[config.mk]
export PLATFORM = sky130hd
export DESIGN_NAME = apb_cfg_master
export DESIGN_NICKNAME = d
export VERILOG_FILES = /design/src/rtl/apb_cfg_pkg.sv /design/src/rtl/apb_cfg_master.sv
export SDC_FILE = /design/constraint.sdc
export NUM_CORES = 1
export LEC_CHECK = 0
export BUFFER_PORTS_ARGS = -buffer_cell sky130_fd_sc_hd__buf_2
export CORE_MARGIN = 1.5
export CORE_UTILIZATION = 47
export DETAILED_ROUTE_END_ITERATION = 16
export PLACE_DENSITY = 0.83
export SYNTH_ARGS = -nofsm -noshare
export SYNTH_HDL_FRONTEND = slang
export SYNTH_SLANG_ARGS = --single-unit
[constraint.sdc]
create_clock -name clk -period 2.19 [get_ports clk]
set_input_delay 0.438 -clock clk [delete_from_list [all_inputs] [get_ports clk]]
set_output_delay 0.438 -clock clk [all_outputs]
set_load 0.03 [all_outputs]
[src/rtl/apb_cfg_pkg.sv]
// Shared types for the matrix-multiplier configuration APB requester.
package apb_cfg_pkg;

    // Widths the command/response structs are built from; the master's
    // ADDR_W/DATA_W parameters default to these and must match them.
    localparam int unsigned CFG_ADDR_W = 16;
    localparam int unsigned CFG_DATA_W = 16;

    typedef enum logic [1:0] {
        IDLE   = 2'd0,
        SETUP  = 2'd1,
        ACCESS = 2'd2,
        RESP   = 2'd3
    } apb_state_e;

    typedef struct packed {
        logic                  write;
        logic [CFG_ADDR_W-1:0] addr;
        logic [CFG_DATA_W-1:0] wdata;
    } apb_cmd_t;

    typedef struct packed {
        logic [CFG_DATA_W-1:0] rdata;
        logic                  err;
        logic                  timeout;
    } apb_rsp_t;

endpackage

[src/rtl/apb_cfg_master.sv]
// APB requester for the accelerator configuration bus: one APB transfer per
// accepted command, with an optional wait-state timeout that aborts the
// transfer and reports it on the response channel.
module apb_cfg_master
    import apb_cfg_pkg::*;
#(
    parameter int unsigned ADDR_W  = CFG_ADDR_W,
    parameter int unsigned DATA_W  = CFG_DATA_W,
    parameter int unsigned TIMEOUT = 64
) (
    input  logic              clk,
    input  logic              rst_n,
    // Command channel
    input  logic              req_valid,
    output logic              req_ready,
    input  logic              req_write,
    input  logic [ADDR_W-1:0] req_addr,
    input  logic [DATA_W-1:0] req_wdata,
    // Response channel
    output logic              rsp_valid,
    input  logic              rsp_ready,
    output logic [DATA_W-1:0] rsp_rdata,
    output logic              rsp_err,
    output logic              rsp_timeout,
    // APB requester
    output logic              psel,
    output logic              penable,
    output logic              pwrite,
    output logic [ADDR_W-1:0] paddr,
    output logic [DATA_W-1:0] pwdata,
    input  logic [DATA_W-1:0] prdata,
    input  logic              pready,
    input  logic              pslverr
);

    // Counter wide enough to hold TIMEOUT; a 1-bit stub when disabled.
    localparam int unsigned CntW = (TIMEOUT == 0) ? 1 : $clog2(TIMEOUT + 1);
    localparam logic [CntW-1:0] CntLast = CntW'((TIMEOUT == 0) ? 0 : TIMEOUT - 1);

    apb_state_e      state_q, state_d;
    apb_cmd_t        cmd_q, cmd_d;
    apb_rsp_t        rsp_q, rsp_d;
    logic [CntW-1:0] wait_cnt_q, wait_cnt_d;
    logic            timeout_hit;

    // Last permitted ACCESS cycle with the slave still stalling.
    assign timeout_hit = (TIMEOUT != 0) && (wait_cnt_q == CntLast);

    // Next-state logic: command capture, APB phase sequencing, response capture.
    always_comb begin
        state_d    = state_q;
        cmd_d      = cmd_q;
        rsp_d      = rsp_q;
        wait_cnt_d = wait_cnt_q;
        unique case (state_q)
            IDLE: begin
                if (req_valid) begin
                    cmd_d.write = req_write;
                    cmd_d.addr  = req_addr;
                    cmd_d.wdata = req_wdata;
                    wait_cnt_d  = '0;
                    state_d     = SETUP;
                end
            end
            SETUP: begin
                wait_cnt_d = '0;
                state_d    = ACCESS;
            end
            ACCESS: begin
                if (pready) begin
                    // A completing slave beats the timeout in the same cycle.
                    rsp_d.rdata   = cmd_q.write ? '0 : prdata;
                    rsp_d.err     = pslverr;
                    rsp_d.timeout = 1'b0;
                    state_d       = RESP;
                end else if (timeout_hit) begin
                    rsp_d.rdata   = '0;
                    rsp_d.err     = 1'b1;
                    rsp_d.timeout = 1'b1;
                    state_d       = RESP;
                end else begin
                    wait_cnt_d = wait_cnt_q + CntW'(1);
                end
            end
            RESP: begin
                if (rsp_ready) begin
                    state_d = IDLE;
                end
            end
            default: state_d = IDLE;
        endcase
    end

    // State registers; reset drops any in-flight transfer without a response.
    always_ff @(posedge clk or negedge rst_n) begin
        if (!rst_n) begin
            state_q    <= IDLE;
            cmd_q      <= '0;
            rsp_q      <= '0;
            wait_cnt_q <= '0;
        end else begin
            state_q    <= state_d;
            cmd_q      <= cmd_d;
            rsp_q      <= rsp_d;
            wait_cnt_q <= wait_cnt_d;
        end
    end

    // Outputs decode from the state register or come straight from registers.
    assign req_ready   = (state_q == IDLE);
    assign rsp_valid   = (state_q == RESP);
    assign psel        = (state_q == SETUP) || (state_q == ACCESS);
    assign penable     = (state_q == ACCESS);
    assign pwrite      = cmd_q.write;
    assign paddr       = cmd_q.addr;
    assign pwdata      = cmd_q.wdata;
    assign rsp_rdata   = rsp_q.rdata;
    assign rsp_err     = rsp_q.err;
    assign rsp_timeout = rsp_q.timeout;

endmodule

==> results of run 1 <==
==> critical path, delay by kind of cell (launching register included) <==
kind	cells	cell delay [ns]
adder cells (fa/ha/maj)	1	0.50
buffers and inverters	2	0.42
flip-flops	1	0.42
==> stage by stage <==
step                       util  cells  setup WS [ns]  total power [µW]  hold WS [ns]
final                     0.655    372         0.0933              5530         0.105
after CTS                 0.655    372         0.0725              5590         0.109
after global placement    0.616    356          0.415              4490         0.457
after global routing      0.655    372         0.0117              5860         0.130
after detailed placement  0.616    356          0.319              4580         0.457
after floorplan               -    180          0.400              3790         0.142
==> state kept, by name, summed over array words and instances (netlist names) <==
| register | flops |
|---|---|
| wait_cnt_q | 7 |
| state_q | 2 |
| pwrite | 1 |
| rsp_err | 1 |
| rsp_rdata | 16 |
| pwdata | 16 |
| paddr | 16 |
| rsp_timeout | 1 |
==> worst max-delay path by stage <==
stage,endpoint,from,slack [ns],depth (start not counted)
after global routing,penable,state_q[0],0.01,3
after CTS,penable,state_q[0],0.07,3
after detailed placement,wait_cnt_q[2],state_q[0],0.32,6
after global placement,wait_cnt_q[2],state_q[0],0.42,6
final,penable,state_q[0],0.09,3
after floorplan,wait_cnt_q[2],state_q[0],0.40,7
==> logic make-up after synthesis <==
group / Yosys count
and+or+nand+nor: 30
DFF: 60
AOI/OAI and AO/OA: 35
muxes: 34
buffers and inverters: 15
adders and majority gates: 6
==> cell usage after synthesis (all sizes together), types with 2 or more instances <==
library cell	number	area, µm²
a21oi	4	20.0
a22o	16	140
a31oi	2	27.5
and3	2	12.5
buf	6	42.5
dfrtp	60	1500
ha	6	75.1
inv	7	26.3
mux2	34	383
nand2	11	48.8
nand2b	3	26.3
nand3	4	32.5
nand4	2	27.5
nor2	4	25.0
o211ai	2	15.0
o21ai	5	36.3
==> routing by layer <==
layer | GRT usage | vias up
met5 | 0 | -
met4 | 0.100 | 0
met3 | 0.0371 | 10
met2 | 0.338 | 78
met1 | 0.243 | 909
li1 | - | 891
==> area by class of cell <==
cell class | instances | area share
clock inverters | 4 | 0.0140
multi-input cells | 105 | 0.285
inverters | 8 | 0.00923
clock buffers | 12 | 0.0458
well taps | 70 | 0.0258
repair buffers | 113 | 0.177
flip-flops and latches | 60 | 0.443
==> power by group <==
| group | leakage, µW | switching [µW] | internal (µW) |
|---|---|---|---|
| logic | 0.000892 | 1740 | 932 |
| registers | 0.000743 | 262 | 1600 |
| clock network | 0.000102 | 408 | 584 |
==> layout by cell type (no fill, tap or decap), types with 3 or more instances in the layout <==
cell	instances
mux2_2	15
clkbuf_8	11
dfrtp_1	60
mux2_1	19
buf_2	109
clkinv_2	3
a21oi_1	4
ha_1	6
nand3_1	3
nand2_1	10
a22o_1	16
inv_1	7
==> qor.yml, run 1 <==
status: "finished, final reports clean"
cts_tree: "built"
slowest_delay_ns: 0.50
core_area_um2: 5170
synth_edf_count: 0
grt_pass1_wl_mm: 9.13
cts.path.max_buffers: 2
synth_top_family_by_area: "multiplexers"
io_pins: 110
ant_nets: 0
route.met2.wl_mm: 2.63
synth_compound_area_frac: 0.118
arrival_ns: 1.66
crit_path_start_kind: "flip-flop"
clock_sinks: 60
multi_input_area_um2: 965
critPathRequiredTime_ns: 1.75
antenna_found_initial: 0
drc: 0
synth-seq-cells: 60
period_minus_slack_ns: 2.10
grt_pass1_vias: 1974
cts_root_buf: "clkbuf_8"
powerDensity_nw_per_um2: 1630
critPathKind: "flip-flop to output pin"
setup_tns_ns: 0
m1WireLength_mm: 2.37
drv_cap: 0
numCtsBuffers: 9
dr_total_vias: 1888
top_layer_used: "met4"
netlist_instances: 180
drive_gt1_frac: 0.507
diodes: 0
dr.first_iter.drc_count: 61
synth_flop_cell: "dfrtp_1"
die_area_um2: 5860
fp-row-count: 26
finalInstanceArea_um2: 3390
grt-ovfl-total: 0
first_pass_iters: 4
post-cts-setup-buffers: 0
wl_met3_um: 279
clk-insertion-delay-late_ns: 0.32
fin_nets: 358
cts_resized: 0
via_per_inst: 5.08
die_h_um: 76.6
p_leak_uw: 0.00174
placedInstanceArea_um2: 3190
nFillCells: 406
syn_area_um2: 2540
grt_max_degree: 37
synth_cell_types: 39
synthMuxAreaShare: 0.151
dp_hpwl_mm: 3.89
ctsHoldBuffers: 0
syn_area_per_cell_um2: 14.1
routed_wl_mm: 5.39
io_buffer_count: 109
ys_seq_area_frac: 0.590
regArea_um2: 1500
rrSetupSlack_ns: 0.32
htree_levels: 3
crit_chain: "inv_1 > ha_1 > buf_2"
setup_viol: 0
area_growth_pct: 33.2
worst_pin_slew_ns: 0.554
rsz0062_at_grt: "no"
worstSetupEndpointType: "output pin"
syn_nets: 241
synth_simple_gate_area_frac: 0.0817
max_slew_margin: 0.631
clk_pin_slew_worst_paths_ns: 0.07
die_w_um: 76.6
fin_crit_sh: 0.957
hold_path.class: "input port to async pin"
ys_warn_count: 0
synth_xor_area_frac: 0
fin_skew_ns: 0.0131
vdd_drop_max_uv: 918
max_freq_mhz: 477
synth_fa_ha_area_frac: 0.0295
track_usage: 0.199
routedWlPerCell_um: 14.5
ff2ff_path_depth: 6
drv_slew: 0
hold_violations: 0
initial_core_util: 0.492
async_flop_share: 1.00
reg2reg_from: "state_q[0]"
crit_fanout: 13
finalWeightedCongestion: 0.859
slowest_stage: "ha_1"
r2r-end: "wait_cnt_q[2]"
(Power assumes the default switching activity.)
==> run 2, diff against run 1 <==
ABC_AREA = 1   (was unset)
CORE_UTILIZATION = 48   (was 47)
PLACE_DENSITY = 0.84   (was 0.83)
==> qor.yml, run 2 <==
status: "finished, final reports clean"
grt_pass1_wl_mm: 9.25  # +1.4%
r2r-end: "wait_cnt_q[0]"
drc: 0  # unchanged
grt-ovfl-total: 0  # unchanged
regArea_um2: 1500  # unchanged
power_frac_comb: 0.455  # -0.028
synth_common_cells: "dfrtp_1 (60), nand2_1 (35), mux2_2 (33)"
crit_path_start_kind: "flip-flop"
netSwitchingFraction: 0.423  # -0.0131
cts_tree: "built"
syn_area_um2: 2680  # +5.3%
synth-seq-cells: 60  # unchanged
finalWeightedCongestion: 0.766  # -11%
fin_skew_ns: 0.00781  # -0.00525 ns
slowest_delay_ns: 0.42  # -0.08 ns
max_freq_mhz: 527  # +10%
arrival_ns: 1.46  # -0.20 ns
setup_tns_ns: 0  # unchanged
crit_chain: "inv_1 > ha_1 > buf_2"
powerDensity_nw_per_um2: 1630  # about the same
cp_num_cells: 3  # unchanged
rsz0062_at_grt: "no"
multi_input_area_um2: 1050  # +8.9%
synth_xor_area_frac: 0.00327  # +0.00327
clk-insertion-delay-late_ns: 0.33  # about the same
critPathKind: "flip-flop to output pin"
max_slew_margin: 0.582  # -0.0484
period_minus_slack_ns: 1.90  # -0.199 ns
numCtsBuffers: 9  # unchanged
async_flop_share: 1.00  # unchanged
core_area_um2: 5440  # +5.2%
via_per_inst: 4.91  # -3.3%
p_sw_uw: 2460  # +2.0%
grt_max_degree: 34  # -8.1%
placedInstanceArea_um2: 3290  # +3.3%
worst-path-buf-inv: 2  # unchanged
netlist_instances: 233  # +29%
clock_sinks: 60  # unchanged
hold_slack_ns: 0.119  # +0.0134 ns
synthMuxAreaShare: 0.139  # -0.0117
synth_edf_count: 0  # unchanged
die_h_um: 77.7  # +1.5%
antenna_found_initial: 0  # unchanged
reg2reg_from: "state_q[0]"
syn_area_per_cell_um2: 11.5  # -19%
synth_area_leaders: "dfrtp_1 (56%), mux2_2 (14%), nand3_1 (5.2%), nand2_1 (4.9%), nand3_2 (4.9%)"
synth_fa_ha_area_frac: 0.0280  # -0.00148
hold_violations: 0  # unchanged
dr_total_vias: 2086  # +10%
final_cell_mix: "buf_2 (109), dfrtp_1 (60), nand2_1 (35), mux2_2 (33), nand3_1 (28)"
slowest_stage: "dfrtp_1"
fin_nets: 409  # +14%
synth_cell_types: 26  # -33%
dr.first_iter.drc_count: 60  # -1.6%
routed_wl_mm: 5.64  # +4.5%
initial_core_util: 0.492  # +0.000518
p_leak_uw: 0.00187  # +7.8%
first_pass_iters: 4  # unchanged
ant_nets: 0  # unchanged
worstSetupEndpointType: "output pin"
internal_power_uw: 3350  # +7.6%
drive_gt1_frac: 0.547  # +0.0401
critPathRequiredTime_ns: 1.75  # about the same
cts.path.max_buffers: 2  # unchanged
io_pins: 110  # unchanged
fp-row-count: 27  # +3.8%
cts_resized: 0  # unchanged
synth_compound_area_frac: 0.0210  # -0.0965
synth_top_family_by_area: "simple AND/OR/NAND/NOR gates"
area_growth_pct: 33.0
drv_cap: 0  # unchanged
netlist.top_cell.by_area: "dfrtp_1"
dp_hpwl_mm: 4.09  # +5.3%
final.setup.worst_slack_ns: 0.292  # +0.199 ns
clockPowerShare: 0.231  # +0.051
synth_top_area_share: 0.561  # -0.0295
ys_seq_area_frac: 0.561  # -0.0295
crit_path_start: "state_q[0]"
hold_path.class: "input port to async pin"
nFillCells: 450  # +11%
synth_flop_cell: "dfrtp_1"
htree_levels: 3  # unchanged
finalInstanceArea_um2: 3560  # +5.1%
yosysMostFrequentCell: "dfrtp_1"
grt_pass1_vias: 2077  # +5.2%
drv_slew: 0  # unchanged
worst_pin_slew_ns: 0.626  # +0.0719 ns
setup_viol: 0  # unchanged
ff2ff_path_depth: 7  # +1
fin_crit_sh: 0.867  # -0.0907
endpoint: "penable"
cts_root_buf: "clkbuf_8"
routedWlPerCell_um: 13.3  # -8.5%
clk_pin_slew_worst_paths_ns: 0.07  # about the same
synth_simple_gate_area_frac: 0.201  # +0.120
die_w_um: 77.7  # +1.5%
io_buffer_count: 109  # unchanged
die_area_um2: 6030  # +2.9%
dp_slack_ns: 0.426  # +0.107 ns
diodes: 0  # unchanged
post-cts-setup-buffers: 0  # unchanged
ys_warn_count: 0  # unchanged
vdd_drop_max_uv: 962  # +4.7%
critPathTopFamily: "flip-flops"
syn_nets: 294  # +22%
pwr-share-seq: 0.315  # -0.022
ctsHoldBuffers: 0  # unchanged
crit_fanout: 9  # -4
final_common_cell: "buf_2"
track_usage: 0.198  # -0.00115
postLayoutCoreUtil: 0.655  # about the same
rrSetupSlack_ns: 0.41  # +0.09 ns
## run 2: cell count changes after synthesis, moves of 3 or more
cell / change
a21oi_1: -3
a22o_1: -16
inv_1: +4
mux2_1: -19
mux2_2: +18
nand2_1: +25
nand2_2: +11
nand3_1: +25
nand3_2: +13
nor2_1: +7
## run 2: worst min path at each step
stage | startpoint | endpoint | slack, ns | cells past startpoint
floorplan | rst_n | paddr[0] | 0.14 | 0
global placement | rst_n | rsp_rdata[12] | 0.48 | 1
detailed placement | rsp_rdata[12] | rsp_rdata[12] | 0.48 | 2
CTS | rst_n | paddr[7] | 0.12 | 1
global route | rst_n | paddr[14] | 0.15 | 1
finish | rst_n | rsp_rdata[10] | 0.12 | 1
## run 2: cell families (layout without fill, tap and decap cells)
family	after synthesis	in the layout
mux	33	33
fa+ha+maj	6	6
xor+xnor	1	1
simple gates	100	100
compound gates	10	10
flops	60	60
buf+inv	23	143
## run 2: through the flow
stage                     total power [µW]  cells
after floorplan                       3760    233
after global placement                4430    409
after detailed placement              4510    409
after CTS                             5880    425
after global routing                  6120    425
final                                 5810    425
## run 2: metal layers
layer  GRT usage  vias to the layer above  wire length, µm
met1       0.232                      995             2370
li1            -                     1008                -
met5           0                        -                0
met2       0.334                       74             2790
met4      0.0964                        0              125
met3      0.0541                        9              354
## run 2: final cells by class
class                           count  area share
Multi-Input combinational cell    150       0.295
Clock inverter                      7      0.0411
Timing Repair Buffer              115       0.169
Tap cell                           72      0.0253
Clock buffer                        9      0.0348
Inverter                           12      0.0126
Sequential cell                    60       0.422
## run 2: power by group through the flow
stage | Clock (µW) | Combinational [µW] | Sequential (µW)
after detailed placement | 0 | 2660 | 1850
after CTS | 1380 | 2670 | 1830
after global placement | 0 | 2600 | 1830
after floorplan | 0 | 1070 | 2700
after global routing | 1410 | 2810 | 1890
final | 1340 | 2640 | 1830
==> run 3, diff against run 2 <==
CORE_ASPECT_RATIO = 1.5   (was unset)
==> qor.yml, run 3 (synthesis results as in run 2) <==
hold_violations: 0  # unchanged
drv_slew: 0  # unchanged
internal_power_uw: 2880  # -14%
cts_resized: 0  # unchanged
cts.path.max_buffers: 2  # unchanged
die_area_um2: 6040  # +0.16%
r2r-end: "paddr[7]"
worstSetupEndpointType: "output pin"
dp_slack_ns: 0.516  # +0.0902 ns
htree_levels: 3  # unchanged
crit_path_start_kind: "flip-flop"
setup_tns_ns: 0  # unchanged
setup_viol: 0  # unchanged
reg2reg_from: "state_q[0]"
core_area_um2: 5410  # -0.55%
routedWlPerCell_um: 13.5  # +1.5%
clk-insertion-delay-late_ns: 0.34  # about the same
vdd_drop_max_uv: 961  # about the same
final_cell_mix: "buf_2 (109), dfrtp_1 (60), nand2_1 (35), mux2_2 (33), nand3_1 (28)"
area_growth_pct: 29.1
die_w_um: 64.0  # -18%
io_pins: 110  # unchanged
final_common_cell: "buf_2"
fin_nets: 408  # -0.24%
clock_sinks: 60  # unchanged
arrival_ns: 1.43  # -0.03 ns
max_freq_mhz: 536  # +1.8%
grt.met3_usage: 0.0536  # -0.000482
hold_slack_ns: 0.0936  # -0.0250 ns
hold_path.class: "input port to async pin"
grt.busiest_layer: "met2"
dp_hpwl_mm: 4.10  # +0.21%
grt_pass1_wl_mm: 8.91  # -3.7%
clockPowerShare: 0.163  # -0.068
dr_total_vias: 2058  # -1.3%
drc: 0  # unchanged
p_sw_uw: 2450  # -0.21%
period_minus_slack_ns: 1.86  # -0.0334 ns
numCtsBuffers: 9  # unchanged
cts_tree: "built"
p_leak_uw: 0.00182  # -2.9%
power_frac_comb: 0.495  # +0.040
diodes: 0  # unchanged
max_slew_margin: 0.593  # +0.0108
finalWeightedCongestion: 0.808  # +5.6%
grt_pass1_vias: 1982  # -4.6%
track_usage: 0.193  # -0.00535
fp-row-count: 33  # +22%
pwr-share-seq: 0.342  # +0.027
io_buffer_count: 109  # unchanged
critPathRequiredTime_ns: 1.75  # about the same
crit_path_start: "state_q[0]"
powerDensity_nw_per_um2: 1540  # -5.4%
dr.first_iter.drc_count: 57  # -5.0%
first_pass_iters: 4  # unchanged
antenna_found_initial: 0  # unchanged
ff2ff_path_depth: 5  # -2
ctsHoldBuffers: 0  # unchanged
drive_gt1_frac: 0.545  # -0.00129
use_met1: 0.225  # -0.00679
via_per_inst: 4.88  # -0.64%
fin_skew_ns: 0.0113  # +0.00349 ns
netSwitchingFraction: 0.459  # +0.0367
worst_pin_slew_ns: 0.610  # -0.0162 ns
grt_max_degree: 61  # +79%
clk_pin_slew_worst_paths_ns: 0.07  # about the same
status: "finished, final reports clean"
critPathKind: "flip-flop to output pin"
initial_core_util: 0.495  # +0.00273
die_h_um: 94.5  # +22%
rrSetupSlack_ns: 0.51  # +0.10 ns
use_met2: 0.312  # -0.0223
post-cts-setup-buffers: 0  # unchanged
fin_crit_sh: 0.851  # -0.0153
final.setup.worst_slack_ns: 0.325  # +0.0334 ns
crit_fanout: 6  # -3
rsz0062_at_grt: "no"
cts_root_buf: "clkbuf_8"
grt-ovfl-total: 0  # unchanged
endpoint: "penable"
drv_cap: 0  # unchanged
routed_wl_mm: 5.68  # +0.78%
ant_nets: 0  # unchanged
==> run 3: changes by cell type in the layout (fill, tap and decap cells not counted) <==
| cell | before | now |
|---|---|---|
| clkinvlp_4 | 0 | 2 |
| buf_4 | 5 | 4 |
| clkinv_2 | 0 | 2 |
| bufinv_16 | 4 | 0 |
| inv_6 | 2 | 1 |
| clkinv_4 | 1 | 2 |
==> run 3: how the worst min path moves through the flow <==
stage	slack, ns	cells after the start	start	end
floorplan	0.14	0	rst_n	paddr[0]
global placement	0.47	2	rst_n	pwdata[6]
detailed placement	0.47	2	rst_n	pwdata[6]
CTS	0.09	2	rst_n	pwdata[12]
global route	0.1	2	rst_n	pwdata[6]
finish	0.09	2	rst_n	pwdata[12]
==> run 3: area by class of cell <==
cell class	instances	area (µm²)
clock inverter	7	51.3
tap	70	87.6
sequential	60	1500
clock buffer	9	124
multi-input combinational	150	1050
fill	452	1950
inverter	12	45.0
timing repair buffer	114	596
==> run 3: power groups by stage <==
stage	clock, µW	combinational, µW	sequential, µW
after CTS	898	2660	1830
final	872	2640	1820
after global placement	0	2600	1820
after detailed placement	0	2660	1850
after floorplan	0	1070	2700
after global routing	939	2830	1890
==> run 3: per-layer routing <==
layer / wire, µm / vias up
li1: - / 1001
met1: 2220 / 983
met2: 2980 / 60
met3: 315 / 14
met4: 165 / 0
met5: 0 / -
==> run 3: critical path, cell delays in order, from the launching register on <==
cell     delay [ns]
dfrtp_1        0.42
inv_1          0.12
ha_1           0.30
buf_2          0.25
==> run 3: metrics by stage <==
step	instances	cell area (µm²)	power [µW]	util
floorplan	233	2680	3760	-
global placement	406	3280	4420	0.607
detailed placement	406	3280	4500	0.607
CTS	422	3460	5390	0.639
global route	422	3460	5660	0.639
finish	422	3460	5340	0.639
